<file path="src/rtl/uc_bloco_if.sv">
// Instruction handshake bundle between an instruction source and the
// uc_bloco control unit. The master offers an encoded instruction; the
// slave (uc_bloco) raises instr_ready only when it can take one.
interface uc_bloco_if #(
  parameter int end_registros = 4
);
  localparam int INSTR_W = 5 + 2 * end_registros + 3;

  logic               instr_valid;
  logic               instr_ready;
  logic [INSTR_W-1:0] instr;

  modport master (
    output instr_valid,
    output instr,
    input  instr_ready
  );

  modport slave (
    input  instr_valid,
    input  instr,
    output instr_ready
  );
endinterface

</file>
<file path="src/rtl/uc_bloco.sv">
// uc_bloco: control unit sequencing the register bank / ULA / flag register
// datapath. It takes one instruction at a time, checks its flag condition,
// then walks EXECUTE and WRITEBACK phases, or issues flag / register-bank
// clear pulses. Every datapath-facing output is registered and is computed
// from the next state, so the outputs line up with the state they belong to.
module uc_bloco #(
  parameter int end_registros = 4
) (
  input  logic                     clk,
  input  logic                     reset,
  uc_bloco_if.slave                bus,
  input  logic                     clear_regs,
  input  logic [3:0]               flags_zcso,
  output logic [end_registros-1:0] sel_sa,
  output logic [end_registros-1:0] sel_sb,
  output logic [4:0]               controle_operacao,
  output logic                     en,
  output logic                     hab_escrita,
  output logic                     reset_ban_registros,
  output logic                     reset_flags,
  output logic                     busy,
  output logic                     done,
  output logic                     skipped,
  output logic [7:0]               retired
);

  localparam int INSTR_W = 5 + 2 * end_registros + 3;

  typedef enum logic [2:0] {
    ST_IDLE      = 3'd0,
    ST_DECODE    = 3'd1,
    ST_EXECUTE   = 3'd2,
    ST_WRITEBACK = 3'd3,
    ST_CLRF      = 3'd4,
    ST_CLRR      = 3'd5,
    ST_DONE      = 3'd6
  } state_t;

  // Condition code 3'b111 is not a test; it selects the flag-clear sequence.
  localparam logic [2:0] COND_CLR_FLAGS = 3'b111;

  // Returns 1 when the condition code holds for the given ZCSO flags.
  // Codes 110 (never) and 111 (flag clear) both report false here.
  function automatic logic cond_true(input logic [2:0] cond, input logic [3:0] fl);
    logic r;
    case (cond)
      3'b000:  r = 1'b1;
      3'b001:  r = fl[3];
      3'b010:  r = ~fl[3];
      3'b011:  r = fl[2];
      3'b100:  r = fl[1];
      3'b101:  r = fl[0];
      default: r = 1'b0;
    endcase
    return r;
  endfunction

  state_t                   state_q, state_d;
  logic [INSTR_W-1:0]       instr_q, instr_d;
  logic [end_registros-1:0] sel_sa_q, sel_sa_d;
  logic [end_registros-1:0] sel_sb_q, sel_sb_d;
  logic [4:0]               op_q, op_d;
  logic                     en_q, en_d;
  logic                     hab_escrita_q, hab_escrita_d;
  logic                     reset_ban_q, reset_ban_d;
  logic                     reset_flags_q, reset_flags_d;
  logic                     busy_q, busy_d;
  logic                     done_q, done_d;
  logic                     skipped_q, skipped_d;
  logic [7:0]               retired_q, retired_d;
  logic                     skip_now;

  // Fields of the latched instruction: op, sa, sb, cond from MSB down.
  logic [4:0]               f_op;
  logic [end_registros-1:0] f_sa;
  logic [end_registros-1:0] f_sb;
  logic [2:0]               f_cond;

  assign f_op   = instr_q[INSTR_W-1 -: 5];
  assign f_sa   = instr_q[3 + 2 * end_registros - 1 -: end_registros];
  assign f_sb   = instr_q[3 + end_registros - 1 -: end_registros];
  assign f_cond = instr_q[2:0];

  // Ready is combinational so it reads 1 in the very first cycle after reset
  // drops, and never while reset is held.
  assign bus.instr_ready = (state_q == ST_IDLE) && !reset;

  // Next-state logic and instruction capture; clear_regs wins over instr_valid.
  always_comb begin
    state_d  = state_q;
    instr_d  = instr_q;
    skip_now = 1'b0;
    case (state_q)
      ST_IDLE: begin
        if (clear_regs) begin
          state_d = ST_CLRR;
        end else if (bus.instr_valid) begin
          instr_d = bus.instr;
          state_d = ST_DECODE;
        end else begin
          state_d = ST_IDLE;
        end
      end
      ST_DECODE: begin
        if (f_cond == COND_CLR_FLAGS) begin
          state_d = ST_CLRF;
        end else if (cond_true(f_cond, flags_zcso)) begin
          state_d = ST_EXECUTE;
        end else begin
          state_d  = ST_DONE;
          skip_now = 1'b1;
        end
      end
      ST_EXECUTE:   state_d = ST_WRITEBACK;
      ST_WRITEBACK: state_d = ST_DONE;
      ST_CLRF:      state_d = ST_DONE;
      ST_CLRR:      state_d = ST_DONE;
      ST_DONE:      state_d = ST_IDLE;
      default:      state_d = ST_IDLE;
    endcase
  end

  // Output values for the coming state, plus skipped/retired bookkeeping.
  always_comb begin
    sel_sa_d      = {end_registros{1'b0}};
    sel_sb_d      = {end_registros{1'b0}};
    op_d          = 5'd0;
    en_d          = 1'b0;
    hab_escrita_d = 1'b0;
    reset_ban_d   = 1'b0;
    reset_flags_d = 1'b0;
    done_d        = 1'b0;
    busy_d        = (state_d != ST_IDLE);
    skipped_d     = skipped_q;
    case (state_d)
      ST_EXECUTE: begin
        sel_sa_d = f_sa;
        sel_sb_d = f_sb;
        op_d     = f_op;
        en_d     = 1'b1;
      end
      ST_WRITEBACK: begin
        sel_sa_d      = f_sa;
        sel_sb_d      = f_sb;
        op_d          = f_op;
        en_d          = 1'b1;
        hab_escrita_d = 1'b1;
      end
      ST_CLRF: reset_flags_d = 1'b1;
      ST_CLRR: reset_ban_d   = 1'b1;
      ST_DONE: begin
        done_d    = 1'b1;
        skipped_d = skip_now;
      end
      default: busy_d = (state_d != ST_IDLE);
    endcase

    // Only a completed writeback retires an instruction; 8-bit wrap is intended.
    if (state_q == ST_WRITEBACK) begin
      retired_d = retired_q + 8'd1;
    end else begin
      retired_d = retired_q;
    end
  end

  // State, instruction register and registered outputs; reset clears all of it.
  always_ff @(posedge clk) begin
    if (reset) begin
      state_q       <= ST_IDLE;
      instr_q       <= {INSTR_W{1'b0}};
      sel_sa_q      <= {end_registros{1'b0}};
      sel_sb_q      <= {end_registros{1'b0}};
      op_q          <= 5'd0;
      en_q          <= 1'b0;
      hab_escrita_q <= 1'b0;
      reset_ban_q   <= 1'b0;
      reset_flags_q <= 1'b0;
      busy_q        <= 1'b0;
      done_q        <= 1'b0;
      skipped_q     <= 1'b0;
      retired_q     <= 8'd0;
    end else begin
      state_q       <= state_d;
      instr_q       <= instr_d;
      sel_sa_q      <= sel_sa_d;
      sel_sb_q      <= sel_sb_d;
      op_q          <= op_d;
      en_q          <= en_d;
      hab_escrita_q <= hab_escrita_d;
      reset_ban_q   <= reset_ban_d;
      reset_flags_q <= reset_flags_d;
      busy_q        <= busy_d;
      done_q        <= done_d;
      skipped_q     <= skipped_d;
      retired_q     <= retired_d;
    end
  end

  assign sel_sa              = sel_sa_q;
  assign sel_sb              = sel_sb_q;
  assign controle_operacao   = op_q;
  assign en                  = en_q;
  assign hab_escrita         = hab_escrita_q;
  assign reset_ban_registros = reset_ban_q;
  assign reset_flags         = reset_flags_q;
  assign busy                = busy_q;
  assign done                = done_q;
  assign skipped             = skipped_q;
  assign retired             = retired_q;

endmodule

</file>
<file path="src/flat_wrapper.sv">
// flat-port wrapper written by rule: the top's interface ports become plain ports
module uc_bloco_flat 
#(
  parameter int end_registros = 4
)
  (clk, reset, clear_regs, flags_zcso, sel_sa, sel_sb, controle_operacao, en, hab_escrita, reset_ban_registros, reset_flags, busy, done, skipped, retired, bus_instr_valid, bus_instr, bus_instr_ready);
  uc_bloco_if #(.end_registros(end_registros)) bus_i ();
  input  logic clk;
  input  logic reset;
  input  logic clear_regs;
  input  logic [3:0] flags_zcso;
  output logic [end_registros-1:0] sel_sa;
  output logic [end_registros-1:0] sel_sb;
  output logic [4:0] controle_operacao;
  output logic en;
  output logic hab_escrita;
  output logic reset_ban_registros;
  output logic reset_flags;
  output logic busy;
  output logic done;
  output logic skipped;
  output logic [7:0] retired;
  input wire logic [$bits(bus_i.instr_valid)-1:0] bus_instr_valid;
  input wire logic [$bits(bus_i.instr)-1:0] bus_instr;
  output wire logic [$bits(bus_i.instr_ready)-1:0] bus_instr_ready;
  assign bus_i.instr_valid = bus_instr_valid;
  assign bus_i.instr = bus_instr;
  assign bus_instr_ready = bus_i.instr_ready;
  uc_bloco #(.end_registros(end_registros)) u_core (.clk(clk), .reset(reset), .bus(bus_i), .clear_regs(clear_regs), .flags_zcso(flags_zcso), .sel_sa(sel_sa), .sel_sb(sel_sb), .controle_operacao(controle_operacao), .en(en), .hab_escrita(hab_escrita), .reset_ban_registros(reset_ban_registros), .reset_flags(reset_flags), .busy(busy), .done(done), .skipped(skipped), .retired(retired));
endmodule
</file>
<file path="config.mk">
export PLATFORM = sky130hd
export DESIGN_NAME = uc_bloco_flat
export DESIGN_NICKNAME = d
export VERILOG_FILES = /design/src/rtl/uc_bloco_if.sv /design/src/rtl/uc_bloco.sv /design/src/flat_wrapper.sv
export SDC_FILE = /design/constraint.sdc
export NUM_CORES = 1
export LEC_CHECK = 0
export CAP_MARGIN = 20
export CORE_UTILIZATION = 45
export CTS_BUF_LIST = sky130_fd_sc_hd__clkbuf_8
export CTS_CLUSTER_DIAMETER = 50
export DETAILED_ROUTE_END_ITERATION = 16
export GPL_TIMING_DRIVEN = 0
export PLACE_DENSITY = 0.77
export SETUP_SLACK_MARGIN = 0.2
export SLEW_MARGIN = 30
export SYNTH_ARGS = -nofsm -noshare
export SYNTH_HDL_FRONTEND = slang
export SYNTH_SLANG_ARGS = --single-unit
</file>
<file path="constraint.sdc">
create_clock -name clk -period 3.4 [get_ports clk]
set_input_delay 0.68 -clock clk [delete_from_list [all_inputs] [get_ports clk]]
set_output_delay 0.68 -clock clk [all_outputs]
set_load 0.01 [all_outputs]
</file>
==> results.json, run 1 <==
{
  "synthMuxAreaShare_pct": 0.525,
  "slew-limit-headroom_pct": 66.4,
  "synth_cell_types": 39,
  "synth_top_family_by_area": "simple AND/OR/NAND/NOR gates",
  "drcViolationCount": 0,
  "synth-adder-area-share_pct": 0.656,
  "syn_nets": 231,
  "hold_path_class": "reg -> reg",
  "maxSlewViolCount": 0,
  "num_io_pins": 53,
  "cap_violations": 0,
  "dr.pass1.iters": 4,
  "drt_first_iter_violations": 74,
  "finalHoldViolCount": 0,
  "clkTransAtPathRegs_ps": 80,
  "postCtsSetupBuffers": 0,
  "first_global_vias": 1368,
  "synthTopCellsByArea": "dfxtp_1, nand2_1, a21oi_1",
  "core_mm2": 0.00403,
  "synthCells": 206,
  "io_buffers": 52,
  "top_layer": "met4",
  "finalWorstPathRequiredPeriod_ps": 2750,
  "critPathArrivalTime_ps": 2070,
  "rsz0062_at_grt": "false",
  "p_per_area_mw_per_mm2": 448,
  "cts_tree": "built",
  "drive_above_1_share_pct": 10.9,
  "setup_ws_ps": 648,
  "p_total_w": 0.00115,
  "nNetsFinal": 290,
  "crit_required_ps": 2720,
  "synth.cell_area_mm2": 0.00191,
  "root_buffer": "clkbuf_8",
  "start_kind": "primary input",
  "synthFlopType": "dfxtp_1",
  "die_w_um": 67.1,
  "leakage_nw": 0.911,
  "clk_latency_ps": 290,
  "tightest_slew_ps": 504,
  "ys_ff_latch": 47,
  "met2_length_mm": 1.87,
  "rows": 23,
  "ctsHoldBuffers": 0,
  "final_common_cell": "clkdlybuf4s50_1",
  "hpwlAfterDp_mm": 2.79,
  "wl_met3_um": 209,
  "clockBufferDepth": 2,
  "postCtsResizedCells": 0,
  "ir_drop_v": 0.000310,
  "post-place-ws_ps": 668,
  "synth_warnings": 0,
  "grtUsageTotal_pct": 18.8,
  "antenna_found_initial": 0,
  "timing.hold.ws_ps": 454,
  "gp_congestion": 0.727,
  "synth_edf_count": 0,
  "yosys.area.top_type": "dfxtp_1",
  "grt.overflow.total": 0,
  "clock_sinks": 47,
  "vias": 1594,
  "yosysTopAreaCellShare_pct": 49.3,
  "cts_buffers": 5,
  "worstSetupEndpointType": "output pin",
  "grt_start_max_net_pins": 15,
  "synth-xor-area-share_pct": 2.76,
  "period_share_pct": 80.9,
  "setup_tns_ps": 0,
  "drt-total-wl_mm": 3.96,
  "antenna_cells": 0,
  "place_area_mm2": 0.00249,
  "met1_length_mm": 1.82,
  "outcome": "complete, no violations",
  "fp.dieH_um": 67.1,
  "die_area_mm2": 0.00450,
  "synth-compound-area-share_pct": 14.4,
  "area_growth_pct": 34.9,
  "max_freq_ghz": 0.363,
  "htree_num_levels": 2,
  "clock_skew_ps": 6.06,
  "ys_seq_area_share_pct": 49.3,
  "async_reset_ff_share_pct": 0,
  "path_class": "in -> out",
  "final_cell_mix": "clkdlybuf4s50_1, dfxtp_1, nand2_1",
  "synth.avg_cell_area_um2": 9.26,
  "finalSetupViolCount": 0,
  "antenna_left": 0,
  "synth-simple-area-share_pct": 26.6,
  "wl_per_cell_um": 12.6,
  "initial_core_util_pct": 47.3,
  "grt_pass1_wl_mm": 6.22,
  "final_area_mm2": 0.00257,
  "avgViaCountPerCell": 5.06,
  "crit_fanout": 5
}
[report_power, final]
| part | leakage [nW] | switching [W] | internal [W] |
|---|---|---|---|
| logic | 0.485 | 0.000136 | 0.000106 |
| registers | 0.381 | 0.0000143 | 0.000580 |
| clock network | 0.0440 | 0.000176 | 0.000141 |
| total | 0.911 | 0.000327 | 0.000827 |
[cell usage after synthesis, drive strengths merged, types with 2 or more instances]
master  instances
a21oi          27
buf             9
clkbuf          6
dfxtp          47
inv             7
nand2          40
nand2b          2
nand3           5
nand4           4
nor2            7
nor3            6
nor4b          14
o21a            2
o21ai           7
xnor2           3
xor2            3
[final timing paths]
| check | slack [ps] | to | cells past startpoint | start |
|---|---|---|---|---|
| min | 450 | u_core.instr_q[9] | 2 | u_core.instr_q[9] |
| min reg2reg | 450 | u_core.instr_q[9] | 2 | u_core.instr_q[9] |
| max | 650 | bus_instr_ready | 3 | reset |
| max reg2reg | 1800 | u_core.controle_operacao[3] | 6 | u_core.state_q[2] |
[sequential cells by signal, indices dropped and copies added (netlist names)]
register,count
u_core.instr_q,16
u_core.retired,8
u_core.controle_operacao,5
u_core.sel_sa,4
u_core.sel_sb,4
u_core.state_q,3
u_core.busy,1
u_core.done,1
u_core.en,1
u_core.hab_escrita,1
u_core.reset_ban_registros,1
u_core.reset_flags,1
u_core.skipped,1
[layer usage]
layer / global-route usage [%] / up-vias
met5: 0 / -
met4: 6.65 / 0
met3: 5.99 / 7
met2: 28.1 / 42
met1: 24.9 / 715
li1: - / 830
[logic make-up (layout without fill, tap and decap cells)]
logic type	after synthesis	count (layout)
simple gates	85	85
fa+ha+maj	1	1
flops	47	47
buf+inv	22	81
xor+xnor	6	6
compound gates	44	44
mux	1	1
[per-stage QoR]
stage          cells  utilization (%)
4_1_cts          315             63.9
6_report         315             63.9
5_1_grt          315             63.9
3_5_place_dp     308             61.8
3_3_place_gp     308             61.8
2_1_floorplan    206                -
[final cells by class]
cell class | instances | area, um2
fill | 366 | 1460
sequential | 47 | 941
multi-input combinational | 137 | 857
timing repair buffer | 52 | 520
buffer | 15 | 82.6
clock buffer | 5 | 68.8
tap | 50 | 62.6
inverter | 7 | 26.3
clock inverter | 2 | 13.8
[worst max-delay path: stages]
cell             delay, ps
clkdlybuf4s50_1        470
nor3_1                 320
clkdlybuf4s50_1        610
Power figures use the tool's default switching activity.
==> run 2, diff against run 1 <==
clock period = 2.78 ns   (was 3.4 ns; I/O delays follow)
==> results.json, run 2 (synthesis results as in run 1) <==
{
  "outcome": "complete, no violations",
  "hpwlAfterDp_mm": 2.79,
  "final_cell_mix": "clkdlybuf4s50_1, dfxtp_1, nand2_1",
  "setup_tns_ps": 0,
  "drive_above_1_share_pct": 11.3,
  "core_mm2": 0.00403,
  "cts_tree": "built",
  "clock_sinks": 47,
  "nNetsFinal": 290,
  "postCtsSetupBuffers": 0,
  "r2r_start": "u_core.state_q[2]",
  "grtUsageMet3_pct": 5.99,
  "cts_buffers": 5,
  "largest_reg_flops": 16,
  "setup.worst_path.end": "bus_instr_ready",
  "r2r-end": "u_core.controle_operacao[3]",
  "slew-limit-headroom_pct": 67.2,
  "worstSetupEndpointType": "output pin",
  "tightest_slew_ps": 493,
  "max_freq_ghz": 0.417,
  "crit_fanout": 5,
  "swShare_pct": 28.6,
  "multi_input_area_um2": 862,
  "crit_start": "reset",
  "area_growth_pct": 35.2,
  "finalSetupViolCount": 0,
  "drt-total-wl_mm": 3.99,
  "start_kind": "primary input",
  "fillers": 364,
  "grt_pass1_wl_mm": 6.22,
  "regArea_um2": 941,
  "maxSlewViolCount": 0,
  "use_met2_pct": 28.1,
  "path_class": "in -> out",
  "largest-register": "u_core.instr_q",
  "die_w_um": 67.1,
  "sequentialPowerShare_pct": 51.3,
  "final_common_cell": "clkdlybuf4s50_1",
  "cap_violations": 0,
  "final_util_pct": 64.0,
  "setup_ws_ps": 381,
  "period_share_pct": 86.3,
  "htree_num_levels": 2,
  "vias": 1588,
  "drcViolationCount": 0,
  "critPathArrivalTime_ps": 1840,
  "rows": 23,
  "initial_core_util_pct": 47.3,
  "ctsHoldBuffers": 0,
  "rrSetupSlack_ps": 1160,
  "first_global_vias": 1368,
  "die_area_mm2": 0.00450,
  "rsz0062_at_grt": "false",
  "clkTransAtPathRegs_ps": 80,
  "p_per_area_mw_per_mm2": 550,
  "grt.overflow.total": 0,
  "fp.dieH_um": 67.1,
  "antenna_found_initial": 0,
  "clock_skew_ps": 5.63,
  "r2r_cells": 6,
  "intPower_w": 0.00101,
  "avgViaCountPerCell": 5.04,
  "drt_first_iter_violations": 61,
  "antenna_left": 0,
  "dr.pass1.iters": 4,
  "antenna_cells": 0,
  "switching_power_w": 0.000405,
  "finalHoldViolCount": 0,
  "clk_latency_ps": 300,
  "hold_path_class": "reg -> reg",
  "grtUsageTotal_pct": 18.8,
  "num_io_pins": 53,
  "post-place-ws_ps": 296,
  "root_buffer": "clkbuf_8",
  "leakage_nw": 0.912,
  "combPwrFrac_pct": 21.1,
  "final_area_mm2": 0.00258,
  "busiest_layer": "met2",
  "wl_per_cell_um": 12.7,
  "crit_required_ps": 2220,
  "ir_drop_v": 0.000384,
  "met1_usage_pct": 24.9,
  "finalWorstPathRequiredPeriod_ps": 2400,
  "io_buffers": 52,
  "p_clk_share_pct": 27.7,
  "grt_start_max_net_pins": 15,
  "clockBufferDepth": 2,
  "place_area_mm2": 0.00249,
  "gp_congestion": 0.727
}
## run 2: cell types whose count changed in the layout (fill, tap and decap cells not counted)
cell    change
nor3_1      -1
nor3_2      +1
## run 2: metal layers
layer	part of all wire [%]	wire length, um	vias to the layer above
met1	46	1840	710
met5	0	0	-
met3	5.6	224	9
li1	-	-	828
met4	1.9	74	0
met2	46	1850	41
## run 2: how the worst min path moves through the flow
| stage | from | end | slack, ps | cells after the start |
|---|---|---|---|---|
| 3_3_place_gp | u_core.instr_q[11] | u_core.instr_q[11] | 440 | 2 |
| 6_report | u_core.instr_q[9] | u_core.instr_q[9] | 450 | 2 |
| 3_5_place_dp | u_core.instr_q[9] | u_core.instr_q[9] | 440 | 2 |
| 2_1_floorplan | u_core.instr_q[10] | u_core.instr_q[10] | 430 | 2 |
| 4_1_cts | u_core.instr_q[9] | u_core.instr_q[9] | 460 | 2 |
| 5_1_grt | u_core.instr_q[9] | u_core.instr_q[9] | 470 | 2 |
## run 2: cell type report
| cell class | instances | share of cell area, % |
|---|---|---|
| plain buffers | 15 | 3.20 |
| repair buffers | 52 | 20.2 |
| clock inverters | 2 | 0.534 |
| well taps | 50 | 2.43 |
| clock buffers | 5 | 2.67 |
| flip-flops and latches | 47 | 36.5 |
| inverters | 7 | 1.02 |
| multi-input cells | 137 | 33.4 |
## run 2: power by group through the flow
stage          registers [W]  clock network (W)  logic, W
6_report            0.000727           0.000392  0.000298
2_1_floorplan       0.000748                  0  0.000177
5_1_grt             0.000732           0.000430  0.000326
3_3_place_gp        0.000742                  0  0.000293
4_1_cts             0.000727           0.000402  0.000297
3_5_place_dp        0.000742                  0  0.000296
## run 2: critical path: stages
cell and delay [ps]:
clkdlybuf4s50_1 480, nor3_2 230, clkdlybuf4s50_1 580
## run 2: timing repair
item,4_1_cts,5_1_grt
gates resized for setup,0,1
hold endpoints to repair,0,0
setup endpoints to repair,0,1
## run 2: through the flow
stage | hold slack [ps] | std cells | power [W]
after CTS | 456 | 315 | 0.00143
final | 453 | 315 | 0.00142
after detailed placement | 444 | 308 | 0.00104
after floorplan | 431 | 206 | 0.000924
after global routing | 469 | 315 | 0.00149
after global placement | 438 | 308 | 0.00104
